==> src/rtl/led_pkg.sv <==
// Shared types and constants for the LED frame scheduler.
//   ROWS/COLS      : display geometry (16 x 16)
//   plane_t        : one colour plane, indexed [row][col]
//   sched_state_t  : scheduler FSM states
//   COLOR_*_BIT    : bit positions inside wr_color
package led_pkg;

   localparam int ROWS = 16;
   localparam int COLS = 16;

   typedef logic [ROWS-1:0][COLS-1:0] plane_t;

   typedef enum logic [1:0] {
      IDLE,
      CLEAR,
      SWAP_WAIT
   } sched_state_t;

   localparam int COLOR_RED_BIT = 0;
   localparam int COLOR_GRN_BIT = 1;

endpackage

==> src/rtl/led_frame_timer.sv <==
// Scan timing for the LED frame scheduler.
// Registers the scan request onto enable_count, runs the frame counter that
// mirrors the display driver's row counter, and flags the frame boundary.
// Optional build macro LED_DIM_EN adds a 3-bit PWM counter for dimming.
// Ports:
//   clk, rst_n     : clock, asynchronous active-low reset
//   run            : scan enable request
//   pwm            : PWM phase (LED_DIM_EN builds only)
//   enable_count   : registered run, drives the display driver
//   frame_tick     : high on the last enabled cycle of a frame
module led_frame_timer #(
   parameter int FREQDIV = 15
) (
   input  logic       clk,
   input  logic       rst_n,
   input  logic       run,
`ifdef LED_DIM_EN
   output logic [2:0] pwm,
`endif
   output logic       enable_count,
   output logic       frame_tick
);

   // 4 extra bits: 16 rows of 2^FREQDIV enabled cycles each.
   logic [FREQDIV+3:0] fcnt;

   always_ff @(posedge clk or negedge rst_n) begin
      if (!rst_n) begin
         enable_count <= 1'b0;
         fcnt         <= '0;
      end else begin
         enable_count <= run;
         if (enable_count)
            fcnt <= fcnt + 1'b1;   // wraps to 0 on the frame_tick cycle
      end
   end

   assign frame_tick = enable_count & (&fcnt);

`ifdef LED_DIM_EN
   always_ff @(posedge clk or negedge rst_n) begin
      if (!rst_n)
         pwm <= 3'd0;
      else if (enable_count)
         pwm <= pwm + 3'd1;
   end
`endif

endmodule

==> src/rtl/led_frame_scheduler.sv <==
// Double-buffered frame controller in front of the 16x16x2 LED driver.
// The front buffer drives RedPixels/GrnPixels; writes and clears go to the
// back buffer; the buffers swap only at a frame boundary (or immediately
// when scanning is halted).
// Optional build macro LED_DIM_EN adds the 3-bit 'dim' input, blanking the
// pixel outputs for part of each 8-step PWM period (duty (dim+1)/8).
// The display driver must share RST_N so the row counters stay aligned.
// Ports:
//   CLK, RST_N            : clock, asynchronous active-low reset
//   run                   : scan enable request
//   dim                   : brightness 0..7 (LED_DIM_EN builds only)
//   EnableCount           : scan enable to the driver
//   RedPixels, GrnPixels  : front-buffer planes [row][col]
//   wr_valid/wr_ready     : pixel write handshake; wr_y, wr_x, wr_color
//   clr_req, swap_req     : single-cycle command pulses
//   busy                  : FSM not IDLE
//   swap_done             : high on the cycle the swap takes effect
//   frame_tick            : high on the frame boundary cycle
//
// state     | meaning
// ----------+--------------------------------------------------------------
// IDLE      | accepting pixel writes and commands
// CLEAR     | zeroing one back-buffer row per cycle, rows 0..15
// SWAP_WAIT | waiting for the frame boundary (or halted scan) to swap
module led_frame_scheduler
   import led_pkg::*;
#(
   parameter int FREQDIV = 15
) (
   input  logic                CLK,
   input  logic                RST_N,
   input  logic                run,
`ifdef LED_DIM_EN
   input  logic [2:0]          dim,
`endif
   output logic                EnableCount,
   output logic [15:0][15:0]   RedPixels,
   output logic [15:0][15:0]   GrnPixels,
   input  logic                wr_valid,
   output logic                wr_ready,
   input  logic [3:0]          wr_y,
   input  logic [3:0]          wr_x,
   input  logic [1:0]          wr_color,
   input  logic                clr_req,
   input  logic                swap_req,
   output logic                busy,
   output logic                swap_done,
   output logic                frame_tick
);

   sched_state_t state;
   logic         sel;
   logic         swap_pend;
   logic         armed;
   logic [3:0]   clr_row;
   plane_t       red_buf [2];
   plane_t       grn_buf [2];
   logic         back;
   logic         wr_fire;
   logic         swap_now;
   plane_t       front_red;
   plane_t       front_grn;

`ifdef LED_DIM_EN
   logic [2:0]   pwm;
   logic         blank;
`endif

   led_frame_timer #(
      .FREQDIV(FREQDIV)
   ) u_timer (
      .clk          (CLK),
      .rst_n        (RST_N),
      .run          (run),
`ifdef LED_DIM_EN
      .pwm          (pwm),
`endif
      .enable_count (EnableCount),
      .frame_tick   (frame_tick)
   );

   assign back = ~sel;

   // armed keeps wr_ready low while reset is held and for the first edge after.
   assign wr_ready = armed & (state == IDLE) & ~clr_req;
   assign wr_fire  = wr_valid & wr_ready;
   assign busy     = (state != IDLE);

   // A halted scan never produces frame_tick, so swap straight away then.
   assign swap_now  = (state == SWAP_WAIT) & (frame_tick | ~EnableCount);
   assign swap_done = swap_now;

   always_ff @(posedge CLK or negedge RST_N) begin
      if (!RST_N) begin
         state     <= IDLE;
         sel       <= 1'b0;
         swap_pend <= 1'b0;
         armed     <= 1'b0;
         clr_row   <= 4'd0;
         for (int i = 0; i < 2; i++) begin
            red_buf[i] <= '0;
            grn_buf[i] <= '0;
         end
      end else begin
         armed <= 1'b1;
         case (state)
            IDLE: begin
               if (wr_fire) begin
                  red_buf[back][wr_y][wr_x] <= wr_color[COLOR_RED_BIT];
                  grn_buf[back][wr_y][wr_x] <= wr_color[COLOR_GRN_BIT];
               end
               if (clr_req) begin
                  state     <= CLEAR;
                  clr_row   <= 4'd0;
                  swap_pend <= swap_req;   // keep a coincident swap request
               end else if (swap_req) begin
                  state <= SWAP_WAIT;
               end
            end
            CLEAR: begin
               red_buf[back][clr_row] <= '0;
               grn_buf[back][clr_row] <= '0;
               clr_row <= clr_row + 4'd1;
               if (swap_req)
                  swap_pend <= 1'b1;
               if (clr_row == 4'd15) begin
                  state     <= (swap_pend | swap_req) ? SWAP_WAIT : IDLE;
                  swap_pend <= 1'b0;
               end
            end
            SWAP_WAIT: begin
               if (swap_now) begin
                  sel   <= ~sel;
                  state <= IDLE;
               end
            end
            default: state <= IDLE;
         endcase
      end
   end

   assign front_red = red_buf[sel];
   assign front_grn = grn_buf[sel];

`ifdef LED_DIM_EN
   assign blank     = (pwm > dim);
   assign RedPixels = blank ? '0 : front_red;
   assign GrnPixels = blank ? '0 : front_grn;
`else
   assign RedPixels = front_red;
   assign GrnPixels = front_grn;
`endif

endmodule

==> config.mk <==
export PLATFORM = sky130hd
export DESIGN_NAME = led_frame_scheduler
export DESIGN_NICKNAME = d
export VERILOG_FILES = /design/src/rtl/led_pkg.sv /design/src/rtl/led_frame_timer.sv /design/src/rtl/led_frame_scheduler.sv
export SDC_FILE = /design/constraint.sdc
export NUM_CORES = 2
export LEC_CHECK = 0
export ABC_AREA = 1
export CORE_MARGIN = 4
export CORE_UTILIZATION = 40
export DETAILED_ROUTE_END_ITERATION = 8
export GPL_TIMING_DRIVEN = 0
export PLACE_DENSITY = 0.6
export SYNTH_ARGS = -nofsm -noshare
export SYNTH_HDL_FRONTEND = slang
export SYNTH_SLANG_ARGS = --single-unit
==> constraint.sdc <==
create_clock -name CLK -period 3.3 [get_ports CLK]
set_input_delay 0.825 -clock CLK [delete_from_list [all_inputs] [get_ports CLK]]
set_output_delay 0.825 -clock CLK [all_outputs]
set_load 0.05 [all_outputs]
==> key figures <==
Logic synthesis
  • Yosys top cell area share: 48.2%
  • Net Count, Synth: 8025
  • Synth warn: 0
  • Main area contributors after synthesis: dfrtp_1, nand2_1, nand3_1
  • Register bit total from synthesis: 1053
  • Mapped Avg Cell Area: 6.83 sq um
  • Netlist Area Pre-Place: 0.0547 sq mm
  • Post-synth top area cell: dfrtp_1
  • Sequential-to-total area share from yosys stat: 48.2%
  • Syn Inst Count: 8004
  • Distinct cells, synth: 30

Critical path
  • Worst Setup End Kind: flop
  • FF-to-FF Start: state[0]$_DFFE_PN0P_
  • Worst Path Arrival: 4.08 ns
  • WP data required: 3.94 ns
  • Register-to-Register Path Depth: 9
  • R2r setup slk: -0.08 ns
  • WP buf/inv: 4
  • RR Endpoint: red_buf[12]$_DFFE_PN0P_
  • CP dominant cell by count: nand2_1
  • Crit-path max FO: 10
  • Startpoint type of the worst setup path: input port
  • Delay-heaviest family, CP: buffers and inverters
  • Slowest cell on crit path: clkbuf_1
  • Worst Setup SP: clr_req
  • Type of the worst setup path: input port to flop
  • Slowest stage delay, CP: 1.18 ns
  • Crit-path cells: clkdlybuf4s50_1 -> inv_1 -> nand2_2 -> nor2_4 -> nand2_4 -> clkbuf_1 -> buf_2 -> nor2_1 -> nand2_1 -> nand2_1

Drt
  • DRT antenna net count: 0
  • DR WL/cell: 25.3 um
  • Detailed Route Iter0 Violations: 7736
  • Pre-antenna DRT Iters: 6
  • Vias: 59100
  • DR vias/cell: 5.59
  • Post-route DRC: 0
  • Post-Route WL: 267000 um

STA
  • Fin. Hold Viols: 0
  • Tightest Pin Transition: 1.65 ns
  • Hold slack: 0.487 ns
  • Setup WS post-layout: -0.134 ns
  • Final worst clock skew: 0.0312 ns
  • Slew headroom: -9.89%
  • RSZ-0062 raised after global routing: yes
  • Crit share post-route: 104%
  • Fin. max-slew vios: 55
  • Max Freq: 291 MHz
  • Fin crit period: 3.43 ns
  • Final setup viols: 157

Floorplan
  • Initial Util: 40.3%
  • Ports: 533
  • Cell row count: 135
  • Placeable Area: 0.136 sq mm
  • Die Height: 378 um
  • Die area: 0.143 sq mm
  • Die X: 378 um

Global route
  • Congestion Overflow GR: 0
  • Vias in the first global route: 54100
  • Antenna violations before repair: 22
  • Global-route wire length before repair: 376000 um
  • Largest net degree at the start of global routing: 165
  • GRT Overall Usage: 36.3%

Clocking
  • Reg clk slew, reported paths: 0.06 ns
  • CTS buffer count: 119
  • Worst skew pair latency: 0.78 ns
  • Longest Clk Path Bufs: 3
  • TritonCTS clock tree: yes
  • H-Tree Depth: 3
  • Root Buffer: clkbuf_16
  • CTS sink count: 1053

Cells and area
  • Cell area after layout: 0.0672 sq mm
  • Most common cell after layout, fill and taps aside: nand2_1
  • Share of layout cells above drive strength 1: 13.1%
  • Final core utilization: 49.5%
  • Layout Nets: 8695
  • Area growth, synth to finish: 22.9%
  • Commonest non-fill, non-tap cells in the layout: nand2_1, nand3_1, dfrtp_1
  • Non-filler cells, final: 10600
  • Fill cells: 13800

Run status
  • Failing checks: max-capacitance violations, max-slew violations, negative setup slack
  • Outcome: complete, but fails checks

Power
  • Sw frac: 36.3%
  • Switching power: 13.1 mW
  • Logic pwr share: 26.1%
  • Clock power share: 37.2%
  • Internal power: 23.0 mW
  • Peak supply drop: 416 uV
  • Pwr/cell area: 538 mW/mm^2
  • Static leakage: 37.0 nW
  • Reg power frac: 36.6%

Min path
  • Hold path startpoint: run
  • WHS Path Cells: 1
  • Hold endpoint: u_timer.enable_count$_DFF_PN0_
  • Hold WC Path Type: input port to flop

Placement
  • # placed instances: 10300
  • DP Worst Slack: -1.54 ns
  • Area post-placement: 0.0624 sq mm
  • # port buffers: 530
  • Post-DP HPWL: 184000 um
  • Final GP Congestion: 0.969

Run
  • Max cap viols: 5
## stage by stage
stage	power [mW]	TNS, ns
after floorplan	17.1	0
after global placement	21.1	-
after detailed placement	21.2	-874.28
after CTS	35.5	-0.0134
after global routing	36.8	-1.08
final	36.2	-7.97
## synth_stat cells, drive strengths merged
cell and n:
conb 1, nor2 578, xor2 8, o21a 1, o211ai 1, nand2 4170
o32ai 1, clkinv 104, and3 1, buf 211, nor3 1, dfrtp 1053
nand4 3, a21oi 1, ha 5, xnor2 7, o22ai 1, clkbuf 292
o21ai 3, nand3 1330, inv 232
## sequential cells by signal (all words and copies together), names as in the netlist
name,cells
armed,1
clr_row,4
grn_buf,512
red_buf,512
sel,1
state,2
swap_pend,1
u_timer.enable_count,1
u_timer.fcnt,19
## cell type report
| class | instances | area, sq um | share of cell area [%] |
|---|---|---|---|
| Tap cell | 1781 | 2230 | 3.32 |
| Antenna cell | 20 | 50.0 | 0.0745 |
| Clock inverter | 32 | 285 | 0.425 |
| Sequential cell | 1053 | 26400 | 39.2 |
| Clock buffer | 177 | 3520 | 5.24 |
| Inverter | 336 | 1270 | 1.88 |
| Timing Repair Buffer | 550 | 5060 | 7.53 |
| Buffer | 502 | 3150 | 4.69 |
| Multi-Input combinational cell | 6112 | 25300 | 37.6 |
## routing by layer
metal	track usage (%)	wire length, um	share of wire [%]	up-vias
li1	-	-	-	26200
met2	51.9	111000	42	3673
met4	22.0	18800	7.0	24
met1	47.4	102000	38	28300
met3	12.1	34500	13	809
met5	0.583	271	0.10	-
## what timing repair did
item,in CTS,in global routing
hold buffers,1,0
buffers inserted,3,5
gates cloned,0,4
endpoints found under the setup margin,559,675
pin swaps,1,2
gates resized for setup,3409,322
hold endpoints to repair,66,0
## power by group through the flow
stage | registers, mW | logic (mW) | clock network [mW]
2_1_floorplan | 13.4 | 3.66 | 0
3_3_place_gp | 13.5 | 7.58 | 0
3_5_place_dp | 13.5 | 7.69 | 0
4_1_cts | 13.2 | 8.79 | 13.5
5_1_grt | 13.3 | 9.55 | 14.0
6_report | 13.2 | 9.45 | 13.5
## worst max path at each step
| stage | slack, ns | depth (start not counted) | end |
|---|---|---|---|
| 2_1_floorplan | 0.50 | 6 | frame_tick |
| 3_3_place_gp | -49.51 | 1 | grn_buf[84]$_DFFE_PN0P_ |
| 4_1_cts | -0.005 | 8 | GrnPixels[79] |
| 3_5_place_dp | -1.54 | 7 | RedPixels[175] |
| 6_report | -0.13 | 10 | red_buf[219]$_DFFE_PN0P_ |
| 5_1_grt | -0.04 | 8 | GrnPixels[159] |
## cell families after synthesis
group                    share of synthesized area [%]
adder cells (fa/ha/maj)                          0.114
AND/OR/NAND/NOR                                   45.1
AO/OA/AOI/OAI                                   0.0915
XOR/XNOR                                         0.240
flip-flops                                        48.2
other                                          0.00686
buffers and inverters                             6.30
Note: power is estimated with default switching activity, not from simulation.
